### config.mk
export PLATFORM = sky130hd
export DESIGN_NAME = imu_poll_scheduler_flat
export DESIGN_NICKNAME = d
export VERILOG_FILES = /design/src/rtl/imu_poll_scheduler_pkg.sv /design/src/rtl/imu_poll_scheduler_if.sv /design/src/rtl/imu_poll_scheduler_sample_timer.sv /design/src/rtl/imu_poll_scheduler.sv /design/src/flat_wrapper.sv
export SDC_FILE = /design/constraint.sdc
export NUM_CORES = 1
export LEC_CHECK = 0
export ABC_AREA = 1
export CAP_MARGIN = 20
export CORE_MARGIN = 3
export CORE_UTILIZATION = 35
export DETAILED_ROUTE_END_ITERATION = 8
export GPL_TIMING_DRIVEN = 0
export PLACE_DENSITY = 0.61
export SLEW_MARGIN = 10
export SYNTH_ARGS = -nofsm -noshare
export SYNTH_HDL_FRONTEND = slang
export SYNTH_HIERARCHICAL = 1
export SYNTH_SLANG_ARGS = --single-unit
### constraint.sdc
create_clock -name IMUI2CClock -period 4.6 [get_ports IMUI2CClock]
set_clock_uncertainty 0.05 [all_clocks]
set_input_delay 1.15 -clock IMUI2CClock [delete_from_list [all_inputs] [get_ports IMUI2CClock]]
set_output_delay 1.15 -clock IMUI2CClock [all_outputs]
set_load 0.01 [all_outputs]
### src/rtl/imu_poll_scheduler_pkg.sv
// Shared types and constants for the IMU poll scheduler.
package imu_sched_pkg;

    localparam int SAMPLE_W = 10;
    localparam int READ_LEN = 6;
    localparam int INIT_LEN = 4;
    localparam int IDX_W    = 2;

    localparam logic [7:0] ACCEL_DATA_REG = 8'h32;
    localparam logic [7:0] GYRO_DATA_REG  = 8'h1D;

    typedef logic signed [SAMPLE_W-1:0] sample_t;

    typedef enum logic [2:0] {
        INIT_REQ,
        INIT_WAIT,
        IDLE,
        ACC_REQ,
        ACC_WAIT,
        GYR_REQ,
        GYR_WAIT,
        PUBLISH
    } sched_state_e;

    // One configuration write; gyro selects the target device.
    typedef struct packed {
        logic       gyro;
        logic [7:0] reg_addr;
        logic [7:0] data;
    } init_entry_t;

    function automatic init_entry_t init_entry(input logic [IDX_W-1:0] idx);
        case (idx)
            2'd0:    return '{gyro: 1'b0, reg_addr: 8'h2D, data: 8'h08};
            2'd1:    return '{gyro: 1'b0, reg_addr: 8'h31, data: 8'h00};
            2'd2:    return '{gyro: 1'b1, reg_addr: 8'h3E, data: 8'h00};
            default: return '{gyro: 1'b1, reg_addr: 8'h16, data: 8'h18};
        endcase
    endfunction

    // Accel is little-endian, low 10 bits of the raw word.
    function automatic sample_t accel_sample(input logic [7:0] lo, input logic [7:0] hi);
        return {hi[1:0], lo};
    endfunction

    // Gyro is big-endian; keep the top 10 bits (raw16 >>> 6).
    function automatic sample_t gyro_sample(input logic [7:0] hi, input logic [7:0] lo);
        return {hi, lo[7:6]};
    endfunction

endpackage

### src/rtl/imu_poll_scheduler_if.sv
// Handshake between the scheduler (master) and the byte-level I2C engine (slave).
interface imu_poll_scheduler_if;
    logic       TxnReq;
    logic       TxnAck;
    logic       TxnRead;
    logic [6:0] TxnDevAddr;
    logic [7:0] TxnRegAddr;
    logic [7:0] TxnWrData;
    logic [2:0] TxnLen;
    logic       RxByteValid;
    logic [7:0] RxByte;
    logic       TxnDone;
    logic       TxnNack;

    modport master (
        output TxnReq, TxnRead, TxnDevAddr, TxnRegAddr, TxnWrData, TxnLen,
        input  TxnAck, RxByteValid, RxByte, TxnDone, TxnNack
    );

    modport slave (
        input  TxnReq, TxnRead, TxnDevAddr, TxnRegAddr, TxnWrData, TxnLen,
        output TxnAck, RxByteValid, RxByte, TxnDone, TxnNack
    );
endinterface

### src/rtl/imu_poll_scheduler_sample_timer.sv
// Free-running sample-period counter; one-cycle tick on the last count.
module imu_sample_timer #(
    parameter int SamplePeriod = 500000
) (
    input  logic clk,
    input  logic rst_n,
    output logic tick_o
);
    localparam int            CW   = (SamplePeriod > 1) ? $clog2(SamplePeriod) : 1;
    localparam logic [CW-1:0] LAST = CW'(SamplePeriod - 1);

    logic [CW-1:0] cnt_q, cnt_d;

    assign tick_o = (cnt_q == LAST);
    assign cnt_d  = tick_o ? '0 : cnt_q + 1'b1;

    // Counter wraps at SamplePeriod-1 and never stops.
    always_ff @(posedge clk or negedge rst_n) begin
        if (!rst_n) cnt_q <= '0;
        else        cnt_q <= cnt_d;
    end
endmodule

### src/rtl/imu_poll_scheduler.sv
// IMU poll scheduler: writes the config table once, then per sample tick reads
// accel and gyro bursts into a shadow buffer and publishes a complete frame.
module imu_poll_scheduler
    import imu_sched_pkg::*;
#(
    parameter int         SamplePeriod = 500000,
    parameter int         MaxRetries   = 3,
    parameter logic [6:0] AccelAddr    = 7'h53,
    parameter logic [6:0] GyroAddr     = 7'h68
) (
    input  logic                 IMUI2CClock,
    input  logic                 IMUReset_n,
    input  logic                 Enable,
    imu_poll_scheduler_if.master txn,
    output sample_t              AccelX,
    output sample_t              AccelY,
    output sample_t              AccelZ,
    output sample_t              GyroX,
    output sample_t              GyroY,
    output sample_t              GyroZ,
    output logic                 DataValid,
    output logic                 Fault,
    output logic                 Overrun
);
    localparam int RW = $clog2(MaxRetries + 2);

    sched_state_e     state_q, state_d;
    logic [IDX_W-1:0] init_idx_q, init_idx_d;
    logic [RW-1:0]    retry_q, retry_d;
    logic [2:0]       byte_cnt_q, byte_cnt_d;
    logic             req_q, req_d;
    logic             fault_d;
    logic [11:0][7:0] shadow_q;
    logic             tick, in_wait, take_byte, txn_ok, publish;
    logic [2:0]       cnt_eff;
    logic [3:0]       wr_idx;
    init_entry_t      entry;

    imu_sample_timer #(.SamplePeriod(SamplePeriod)) u_timer (
        .clk    (IMUI2CClock),
        .rst_n  (IMUReset_n),
        .tick_o (tick)
    );

    // A byte arriving with TxnDone is counted before success is judged.
    assign in_wait   = (state_q == ACC_WAIT) || (state_q == GYR_WAIT);
    assign take_byte = in_wait && txn.RxByteValid && (byte_cnt_q < 3'(READ_LEN));
    assign cnt_eff   = byte_cnt_q + {2'b0, take_byte};
    assign txn_ok    = !txn.TxnNack && ((state_q == INIT_WAIT) || (cnt_eff == 3'(READ_LEN)));
    assign wr_idx    = ((state_q == GYR_WAIT) ? 4'd6 : 4'd0) + {1'b0, byte_cnt_q};
    assign publish   = (state_q == PUBLISH);
    assign entry     = init_entry(init_idx_q);
    assign req_d     = (state_d == INIT_REQ) || (state_d == ACC_REQ) || (state_d == GYR_REQ);
    assign txn.TxnReq = req_q;

    // Next-state: request/wait sequencing with retry, fault and abort policy.
    always_comb begin
        state_d    = state_q;
        init_idx_d = init_idx_q;
        retry_d    = retry_q;
        byte_cnt_d = take_byte ? cnt_eff : byte_cnt_q;
        fault_d    = Fault;
        case (state_q)
            INIT_REQ: begin
                byte_cnt_d = '0;
                if (req_q && txn.TxnAck) state_d = INIT_WAIT;
            end
            ACC_REQ: begin
                byte_cnt_d = '0;
                if (req_q && txn.TxnAck) state_d = ACC_WAIT;
            end
            GYR_REQ: begin
                byte_cnt_d = '0;
                if (req_q && txn.TxnAck) state_d = GYR_WAIT;
            end
            INIT_WAIT: if (txn.TxnDone) begin
                if (txn_ok || (retry_q == RW'(MaxRetries))) begin
                    // Exhausted init writes fault but the table still advances.
                    fault_d = Fault | !txn_ok;
                    retry_d = '0;
                    if (init_idx_q == IDX_W'(INIT_LEN - 1)) begin
                        state_d = IDLE;
                    end else begin
                        init_idx_d = init_idx_q + 1'b1;
                        state_d    = INIT_REQ;
                    end
                end else begin
                    retry_d = retry_q + 1'b1;
                    state_d = INIT_REQ;
                end
            end
            IDLE: if (tick && Enable) state_d = ACC_REQ;
            ACC_WAIT, GYR_WAIT: if (txn.TxnDone) begin
                retry_d = '0;
                if (!Enable) begin
                    state_d = IDLE;
                end else if (txn_ok) begin
                    state_d = (state_q == ACC_WAIT) ? GYR_REQ : PUBLISH;
                end else if (retry_q < RW'(MaxRetries)) begin
                    retry_d = retry_q + 1'b1;
                    state_d = (state_q == ACC_WAIT) ? ACC_REQ : GYR_REQ;
                end else begin
                    fault_d = 1'b1;
                    state_d = IDLE;
                end
            end
            PUBLISH: state_d = IDLE;
            default: state_d = IDLE;
        endcase
    end

    // Request fields, all zero whenever no request is outstanding.
    always_comb begin
        txn.TxnRead    = 1'b0;
        txn.TxnDevAddr = '0;
        txn.TxnRegAddr = '0;
        txn.TxnWrData  = '0;
        txn.TxnLen     = '0;
        if (req_q) begin
            case (state_q)
                INIT_REQ: begin
                    txn.TxnDevAddr = entry.gyro ? GyroAddr : AccelAddr;
                    txn.TxnRegAddr = entry.reg_addr;
                    txn.TxnWrData  = entry.data;
                end
                ACC_REQ: begin
                    txn.TxnRead    = 1'b1;
                    txn.TxnDevAddr = AccelAddr;
                    txn.TxnRegAddr = ACCEL_DATA_REG;
                    txn.TxnLen     = 3'(READ_LEN);
                end
                GYR_REQ: begin
                    txn.TxnRead    = 1'b1;
                    txn.TxnDevAddr = GyroAddr;
                    txn.TxnRegAddr = GYRO_DATA_REG;
                    txn.TxnLen     = 3'(READ_LEN);
                end
                default: ;
            endcase
        end
    end

    // Control registers; reset drops TxnReq immediately.
    always_ff @(posedge IMUI2CClock or negedge IMUReset_n) begin
        if (!IMUReset_n) begin
            state_q    <= INIT_REQ;
            init_idx_q <= '0;
            retry_q    <= '0;
            byte_cnt_q <= '0;
            req_q      <= 1'b0;
            Fault      <= 1'b0;
            Overrun    <= 1'b0;
        end else begin
            state_q    <= state_d;
            init_idx_q <= init_idx_d;
            retry_q    <= retry_d;
            byte_cnt_q <= byte_cnt_d;
            req_q      <= req_d;
            Fault      <= fault_d;
            Overrun    <= tick && Enable && (state_q != IDLE);
        end
    end

    // Shadow capture; samples and DataValid change together on PUBLISH.
    always_ff @(posedge IMUI2CClock or negedge IMUReset_n) begin
        if (!IMUReset_n) begin
            shadow_q  <= '0;
            AccelX    <= '0;
            AccelY    <= '0;
            AccelZ    <= '0;
            GyroX     <= '0;
            GyroY     <= '0;
            GyroZ     <= '0;
            DataValid <= 1'b0;
        end else begin
            if (take_byte) shadow_q[wr_idx] <= txn.RxByte;
            DataValid <= publish;
            if (publish) begin
                AccelX <= accel_sample(shadow_q[0], shadow_q[1]);
                AccelY <= accel_sample(shadow_q[2], shadow_q[3]);
                AccelZ <= accel_sample(shadow_q[4], shadow_q[5]);
                GyroX  <= gyro_sample(shadow_q[6], shadow_q[7]);
                GyroY  <= gyro_sample(shadow_q[8], shadow_q[9]);
                GyroZ  <= gyro_sample(shadow_q[10], shadow_q[11]);
            end
        end
    end
endmodule

### src/flat_wrapper.sv
// flat-port wrapper written by rule: the top's interface ports become plain ports
module imu_poll_scheduler_flat import imu_sched_pkg::*;
#(
    parameter int         SamplePeriod = 500000,
    parameter int         MaxRetries   = 3,
    parameter logic [6:0] AccelAddr    = 7'h53,
    parameter logic [6:0] GyroAddr     = 7'h68
)
  (IMUI2CClock, IMUReset_n, Enable, AccelX, AccelY, AccelZ, GyroX, GyroY, GyroZ, DataValid, Fault, Overrun, txn_TxnReq, txn_TxnRead, txn_TxnDevAddr, txn_TxnRegAddr, txn_TxnWrData, txn_TxnLen, txn_TxnAck, txn_RxByteValid, txn_RxByte, txn_TxnDone, txn_TxnNack);
  imu_poll_scheduler_if txn_i ();
  input  logic IMUI2CClock;
  input  logic IMUReset_n;
  input  logic Enable;
  output sample_t AccelX;
  output sample_t AccelY;
  output sample_t AccelZ;
  output sample_t GyroX;
  output sample_t GyroY;
  output sample_t GyroZ;
  output logic DataValid;
  output logic Fault;
  output logic Overrun;
  output wire logic [$bits(txn_i.TxnReq)-1:0] txn_TxnReq;
  output wire logic [$bits(txn_i.TxnRead)-1:0] txn_TxnRead;
  output wire logic [$bits(txn_i.TxnDevAddr)-1:0] txn_TxnDevAddr;
  output wire logic [$bits(txn_i.TxnRegAddr)-1:0] txn_TxnRegAddr;
  output wire logic [$bits(txn_i.TxnWrData)-1:0] txn_TxnWrData;
  output wire logic [$bits(txn_i.TxnLen)-1:0] txn_TxnLen;
  input wire logic [$bits(txn_i.TxnAck)-1:0] txn_TxnAck;
  input wire logic [$bits(txn_i.RxByteValid)-1:0] txn_RxByteValid;
  input wire logic [$bits(txn_i.RxByte)-1:0] txn_RxByte;
  input wire logic [$bits(txn_i.TxnDone)-1:0] txn_TxnDone;
  input wire logic [$bits(txn_i.TxnNack)-1:0] txn_TxnNack;
  assign txn_TxnReq = txn_i.TxnReq;
  assign txn_TxnRead = txn_i.TxnRead;
  assign txn_TxnDevAddr = txn_i.TxnDevAddr;
  assign txn_TxnRegAddr = txn_i.TxnRegAddr;
  assign txn_TxnWrData = txn_i.TxnWrData;
  assign txn_TxnLen = txn_i.TxnLen;
  assign txn_i.TxnAck = txn_TxnAck;
  assign txn_i.RxByteValid = txn_RxByteValid;
  assign txn_i.RxByte = txn_RxByte;
  assign txn_i.TxnDone = txn_TxnDone;
  assign txn_i.TxnNack = txn_TxnNack;
  imu_poll_scheduler #(.SamplePeriod(SamplePeriod), .MaxRetries(MaxRetries), .AccelAddr(AccelAddr), .GyroAddr(GyroAddr)) u_core (.IMUI2CClock(IMUI2CClock), .IMUReset_n(IMUReset_n), .Enable(Enable), .txn(txn_i), .AccelX(AccelX), .AccelY(AccelY), .AccelZ(AccelZ), .GyroX(GyroX), .GyroY(GyroY), .GyroZ(GyroZ), .DataValid(DataValid), .Fault(Fault), .Overrun(Overrun));
endmodule
* Yosys cells after proc, flatten, opt, wreduce, memory -nomap -nowiden
Cells that the tools add are included.
Word-level totals: memory bits (read-only) 0, memories kept 0, RAM bits 0, bits of input ports 15, register bits 190, latch bits 0, word-level logic and storage cells 132
Cells by class: div/mod/pow operators 0, shifts and indexed selects 0, multiply operators 0, eq/ne operators 22, muxes and demuxes 47, order comparisons 4, bitwise logic cells 2, add/subtract/negate cells 5, reduce and logical (&&, ||, !) cells 25
Operator list (number):
- $bwmux W96 | 1
- $mux W3 | 21
- $pmux W17 S3 | 1
- $demux W8 S4 | 1
- $mux W8 | 4
- $pmux W8 S3 | 1
- $pmux W3 S7 | 1
- $pmux W7 S3 | 1
- $add A19 B1 Y19 const B | 1
- $eq A19 B19 Y1 const B | 1
- $mux W19 | 1
- $eq A3 B3 Y1 const B | 6
- $eq A3 B2 Y1 const B | 4
- $ne A2 B2 Y1 const B | 6
- $mux W1 | 8
- $logic_and A1 B1 Y1 | 7
- $mux W7 | 1
- $reduce_and A7 Y1 | 1
- $logic_not A3 Y1 | 2
- $mux W2 | 3
- $mux W6 | 1
- $pmux W3 S2 | 1
- $logic_or A1 B1 Y1 | 5
- $lt A4 B5 Y1 const B | 1
- other kinds (21) | 25

* Longest topological paths before layout
Gate-level depths: netlist of the first run.
depth in word-level cells 15, mapped depth 20

* By module
The synthesis of the first run kept the hierarchy.
By module, submodules not included:
- imu_poll_scheduler | sequential area each 3378.2 um^2, area an instance 5704.2 um^2, times used 1, cells an instance 648
- imu_sample_timer | sequential area each 475.5 um^2, area an instance 1128.6 um^2, times used 1, cells an instance 150

* Worst setup path before layout of the first run
OpenSTA, ideal clock, no wires.
kind input -> register, from input port txn_RxByteValid, to register u_core.req_q, in the netlist u_core/txn.TxnReq, cell stages on the path 17, path buffers 0, library setup time 0.125 ns, path slack 1.828 ns, data arrival time 2.597 ns, cell sequence nand3_4 > inv_1 > ha_1 > ha_1 > inv_1 > nor2_1 > nand3_1 > nand2_1 > nand2_1 > nand2_1 > nand3_1 > nand2_1 > nand2_1 > nand2_1 > nand2_1 > nand3_1 > nand3_1
On the way: cells in the longest elaborated chain, start to end 13, elaborated cells between the ends (all ways) 18
Ends and longest elaborated chain:
- from (decl) | RTL line flat_wrapper.sv:30 | input wire logic [$bits(txn_i.RxByteValid)-1:0] txn_RxByteValid;
- $logic_and A1 B1 Y1 (*) (2 in series) | RTL line imu_poll_scheduler.sv:47 | assign take_byte = in_wait && txn.RxByteValid && (byte_cnt_q < 3'(READ_LEN));
- $add A3 B1 Y3 (*) | RTL line imu_poll_scheduler.sv:48 | assign cnt_eff = byte_cnt_q + {2'b0, take_byte};
- $eq A3 B3 Y1 (*) | RTL line imu_poll_scheduler.sv:49 | assign txn_ok = !txn.TxnNack && ((state_q == INIT_WAIT) || (cnt_eff == 3'(READ_LEN)));
- $logic_or A1 B1 Y1 (*) | RTL line imu_poll_scheduler.sv:49
- $logic_and A1 B1 Y1 (*) | RTL line imu_poll_scheduler.sv:49
- $mux W3 or $logic_or A1 B1 Y1 (tied branches) | RTL line imu_poll_scheduler.sv:97, imu_poll_scheduler.sv:77
- $mux W3 or $mux W2 (tied branches) | RTL line imu_poll_scheduler.sv:95, imu_poll_scheduler.sv:77
- $mux W3 (on tied branches) | RTL line imu_poll_scheduler.sv:93, imu_poll_scheduler.sv:76
- $pmux W3 S7 (*) | RTL line imu_poll_scheduler.sv:63 | case (state_q)
- net u_core.state_d[1] | RTL line imu_poll_scheduler.sv:27 | sched_state_e state_q, state_d;
- $eq A3 B2 Y1 or $logic_not A3 Y1 (tied branches) | RTL line imu_poll_scheduler.sv:53 | assign req_d = (state_d == INIT_REQ) || (state_d == ACC_REQ) || (state_d == GYR_REQ);
- $logic_or A1 B1 Y1 | RTL line imu_poll_scheduler.sv:53
- $logic_or A1 B1 Y1 (*) | RTL line imu_poll_scheduler.sv:53
- net u_core.req_d | RTL line imu_poll_scheduler.sv:31 | logic req_q, req_d;
- to (signal assigned) | RTL line imu_poll_scheduler.sv:158 | req_q <= req_d;
- to (decl) | RTL line imu_poll_scheduler.sv:31
Mark *: on every way through the listed nets, which the timed path passes. The rest lies on a longest branch. A chain may end at the register's enable or synchronous reset.

* Worst setup path after layout of the first run
from register u_core.state_q[2], to output port txn_TxnDevAddr[5]
On the way: cells in the longest elaborated chain, start to end 3, elaborated cells between the ends (all ways) 5
Ends and longest elaborated chain:
- from (decl) | RTL line imu_poll_scheduler.sv:27
- from (signal assigned) | RTL line imu_poll_scheduler.sv:154 | state_q <= state_d;
- $eq A3 B3 Y1 (tied with other cells) | RTL line imu_poll_scheduler.sv:120 | case (state_q)
- $pmux W7 S3 (*) | RTL line imu_poll_scheduler.sv:120
- $mux W7 (*) | RTL line imu_poll_scheduler.sv:119 | if (req_q) begin
- to (decl) | RTL line flat_wrapper.sv:25 | output wire logic [$bits(txn_i.TxnDevAddr)-1:0] txn_TxnDevAddr;
Every way passes the cells marked *; elsewhere a longest branch is shown, timed or not.

==> results of run 1 <==
==> area by class of cell <==
type                            instances  area [um2]
Buffer                                 34         194
Clock buffer                           20         447
Clock inverter                         12        91.3
Fill cell                            1845       10200
Inverter                               70         264
Multi-Input combinational cell        549        2550
Sequential cell                       154        3850
Tap cell                              260         325
Timing Repair Buffer                   96         983
==> worst max-delay path: stages, from the launching register on <==
cell and delay (ns):
dfrtp_1 0.46, nor2_1 0.16, nand2_1 0.17, inv_1 0.16, o21ai_0 0.15, a21oi_1 0.23
buf_4 0.14, clkdlybuf4s50_1 0.52
==> final timing paths <==
kind	from	endpoint	slack, ns	depth (start not counted)
worst max-delay path	u_core/state_q[2]$_DFF_PN0_	txn_TxnDevAddr[5]	0.99	7
worst min-delay path	u_core/AccelY[6]$_DFFE_PN0P_	u_core/AccelY[6]$_DFFE_PN0P_	0.42	2
worst max register to register	u_core/state_q[0]$_DFF_PN0_	u_core/shadow_q[87]$_DFFE_PN0P_	1.72	12
worst min register to register	u_core/AccelY[6]$_DFFE_PN0P_	u_core/AccelY[6]$_DFFE_PN0P_	0.42	2
max in group asynchronous	IMUReset_n	u_core/shadow_q[83]$_DFFE_PN0P_	3.08	2
min in group asynchronous	IMUReset_n	u_core/init_idx_q[0]$_DFFE_PN0P_	0.57	1
==> state kept, by name, indices dropped and copies added (netlist names), 2 cells and up <==
| register | flops |
|---|---|
| u_core/AccelX | 10 |
| u_core/GyroX | 10 |
| u_core/state_q | 3 |
| u_core/retry_q | 3 |
| u_core/u_timer/cnt_q | 19 |
| u_core/init_idx_q | 2 |
| u_core/AccelZ | 10 |
| u_core/byte_cnt_q | 3 |
| u_core/GyroY | 10 |
| u_core/GyroZ | 10 |
| u_core/shadow_q | 60 |
| u_core/AccelY | 10 |
==> logic make-up (layout without fill, tap and decap cells) <==
kind of cell / count (synthesis) / in the layout / share of synthesized area
buf+inv: 104 / 232 / 0.0670
flops: 154 / 154 / 0.564
fa+ha+maj: 12 / 12 / 0.0231
compound gates: 94 / 94 / 0.0712
xor+xnor: 12 / 12 / 0.0154
simple gates: 421 / 421 / 0.259
other cells: 1 / 10 / 0.000549
==> metrics by stage <==
stage               power, mW  std cells
finish                   3.87       1195
global placement         2.61       1162
CTS                      3.91       1195
detailed placement       2.62       1163
global route             4.10       1195
floorplan                2.17        807
==> where the power goes <==
part | leakage [nW] | switching (mW) | internal (mW)
registers | 2.09 | 0.119 | 1.54
logic | 1.98 | 0.500 | 0.433
clock network | 0.261 | 0.567 | 0.709
==> synthesized netlist by cell type (2+ instances only) <==
cell type / instances / area [um2]
nand4_1: 7 / 43.8
dfrtp_1: 154 / 3850
ha_1: 11 / 138
buf_4: 16 / 120
buf_2: 5 / 25.0
clkbuf_1: 13 / 48.8
inv_2: 5 / 18.8
nor2_2: 9 / 56.3
a21oi_1: 12 / 60.1
inv_1: 64 / 240
o22ai_1: 3 / 18.8
nand2_1: 313 / 1170
nand3_2: 4 / 40.0
nor2_1: 51 / 191
o21ai_1: 28 / 140
o21ai_0: 47 / 235
nand2_2: 6 / 37.5
nand3_1: 19 / 95.1
nor3_4: 2 / 32.5
nor3_1: 3 / 15.0
xor2_1: 11 / 96.3
nor2_4: 4 / 45.0
==> per-layer routing <==
metal  wire length, um  global-route usage  share of wire
met3               641              0.0315          0.040
met4               286              0.0537          0.018
met2              7360               0.248           0.46
met5                 0                   0              0
met1              7840               0.214           0.49
==> cells in the final DEF (no fill, tap or decap), types with 9 or more instances in the layout <==
| master | n |
|---|---|
| a21oi_1 | 12 |
| clkbuf_16 | 17 |
| nor2_1 | 51 |
| nand3_1 | 19 |
| nand2_1 | 313 |
| xor2_1 | 11 |
| clkbuf_1 | 15 |
| nor2_2 | 9 |
| o21ai_0 | 47 |
| inv_1 | 64 |
| ha_1 | 11 |
| conb_1 | 10 |
| o21ai_1 | 28 |
| dfrtp_1 | 154 |
| buf_4 | 16 |
| clkdlybuf4s50_1 | 94 |
==> impl_metrics.csv, run 1 <==
group,metric,value,unit
status,status,"complete, no violations",
placed_design,dpl.hpwl,11600,um
yosys,ys.warnings.count,6,
layout,fin_area,0.00871,mm2
clock_network,cts_root_buffer,"clkbuf_16",
route,viasPerCell,4.46,
placed_design,place_congestion,0.845,
floorplan,coreArea,0.0190,mm2
floorplan,num_rows,50,
setup_path,crit_arrival,2.41,ns
yosys,avgSynthCellArea,8.56,um2
route,drt-initial-drc-count,369,
route,drc_errors,0,
global_route,grt_overflow_total,0,
clock_network,max-clock-path-buffers,2,
floorplan,die_width,146,um
layout,n_antenna_cell,0,
clock_network,clock_sinks,154,
layout,drive_above_1_share,0.0930,
clock_network,cts_resized,0,
yosys,synth_cell_type_count,33,
floorplan,die_h,146,um
sta,setup_violations,0,
setup_path,crit_required,3.40,ns
setup_path,start_kind,"flip-flop",
yosys,syn-cell-area,0.00683,mm2
placed_design,port_buffers,95,
placed_design,pre_cts_ws,1.00,ns
sta,grt_setup_unrepaired,"false",
yosys,synth_flop_cell,"dfrtp_1",
yosys,async_flop_share,1.00,
sta,fmax,277,MHz
clock_network,numCtsBuffers,17,
sta,period_minus_slack,3.61,ns
sta,worst-slew-pin-transition,0.763,ns
sta,maxSlewHeadroom,0.490,
setup_path,worstPathMaxFanout,6,
route,drt_pass1_iterations,5,
power_and_ir_drop,p_leak,4.32,nW
clock_network,cts_tree,"built",
sta,fin_setup_tns,0,ns
layout,nets,949,
layout,final_util,0.460,
floorplan,die_area,0.0212,mm2
yosys,syn-instance-count,798,
clock_network,postCtsHoldBufs,0,
yosys,synth_edf_count,0,
placed_design,placed_area,0.00818,mm2
clock_network,h-tree-depth,4,
route,routed_wl,16100,um
route,ant_nets,0,
global_route,antenna_found_initial,0,
route,vias,5326,
yosys,ys_ff_latch,154,
clock_network,worstSkewPairLatency,0.42,ns
clock_network,path_clk_slew,0.06,ns
sta,hold-worst-slack,0.418,ns
setup_path,cp-end-kind,"primary output",
min_path,hp-class,"flip-flop to flip-flop",
sta,finalMaxSlewViolations,0,
global_route,track_usage,0.156,
power_and_ir_drop,vdd_drop_max,258,uV
global_route,grt_pass1_vias,5337,
sta,hold_violations,0,
setup_path,crit_type,"flip-flop to primary output",
route,post_drt_wl_per_cell,13.5,um
floorplan,initial_core_util,0.360,
global_route,grt_pass1_wl,26800,um
sta,min_period_over_period,0.786,
yosys,synth_seq_area_share,0.564,
run,maxCapViolCount,0,
power_and_ir_drop,power.density,444,mW/mm2
global_route,grt_max_degree,110,
clock_network,post_cts_buffers,0,
sta,setup_ws,0.985,ns
floorplan,io_pins,106,
layout,syn_to_final_growth,27.5,%
No activity file was read; power rests on OpenSTA's default activity.
==> run 2: changes to the inputs <==
- clock period: 4.6 -> 3.5 ns (I/O delays scaled with it)
==> results of run 2 <==
The final DEF is identical to that of run 1. Status: complete, no violations.
Main changes from that run: setup slack after placement 1.00 ns -> 0.177 ns; setup slack after layout 0.985 ns -> 0.160 ns; hold slack 0.418 ns -> 0.293 ns; register-to-register setup slack 1.72 ns -> 0.62 ns; total power 3.87 mW -> 5.08 mW; worst IR drop on VDD 258 uV -> 338 uV
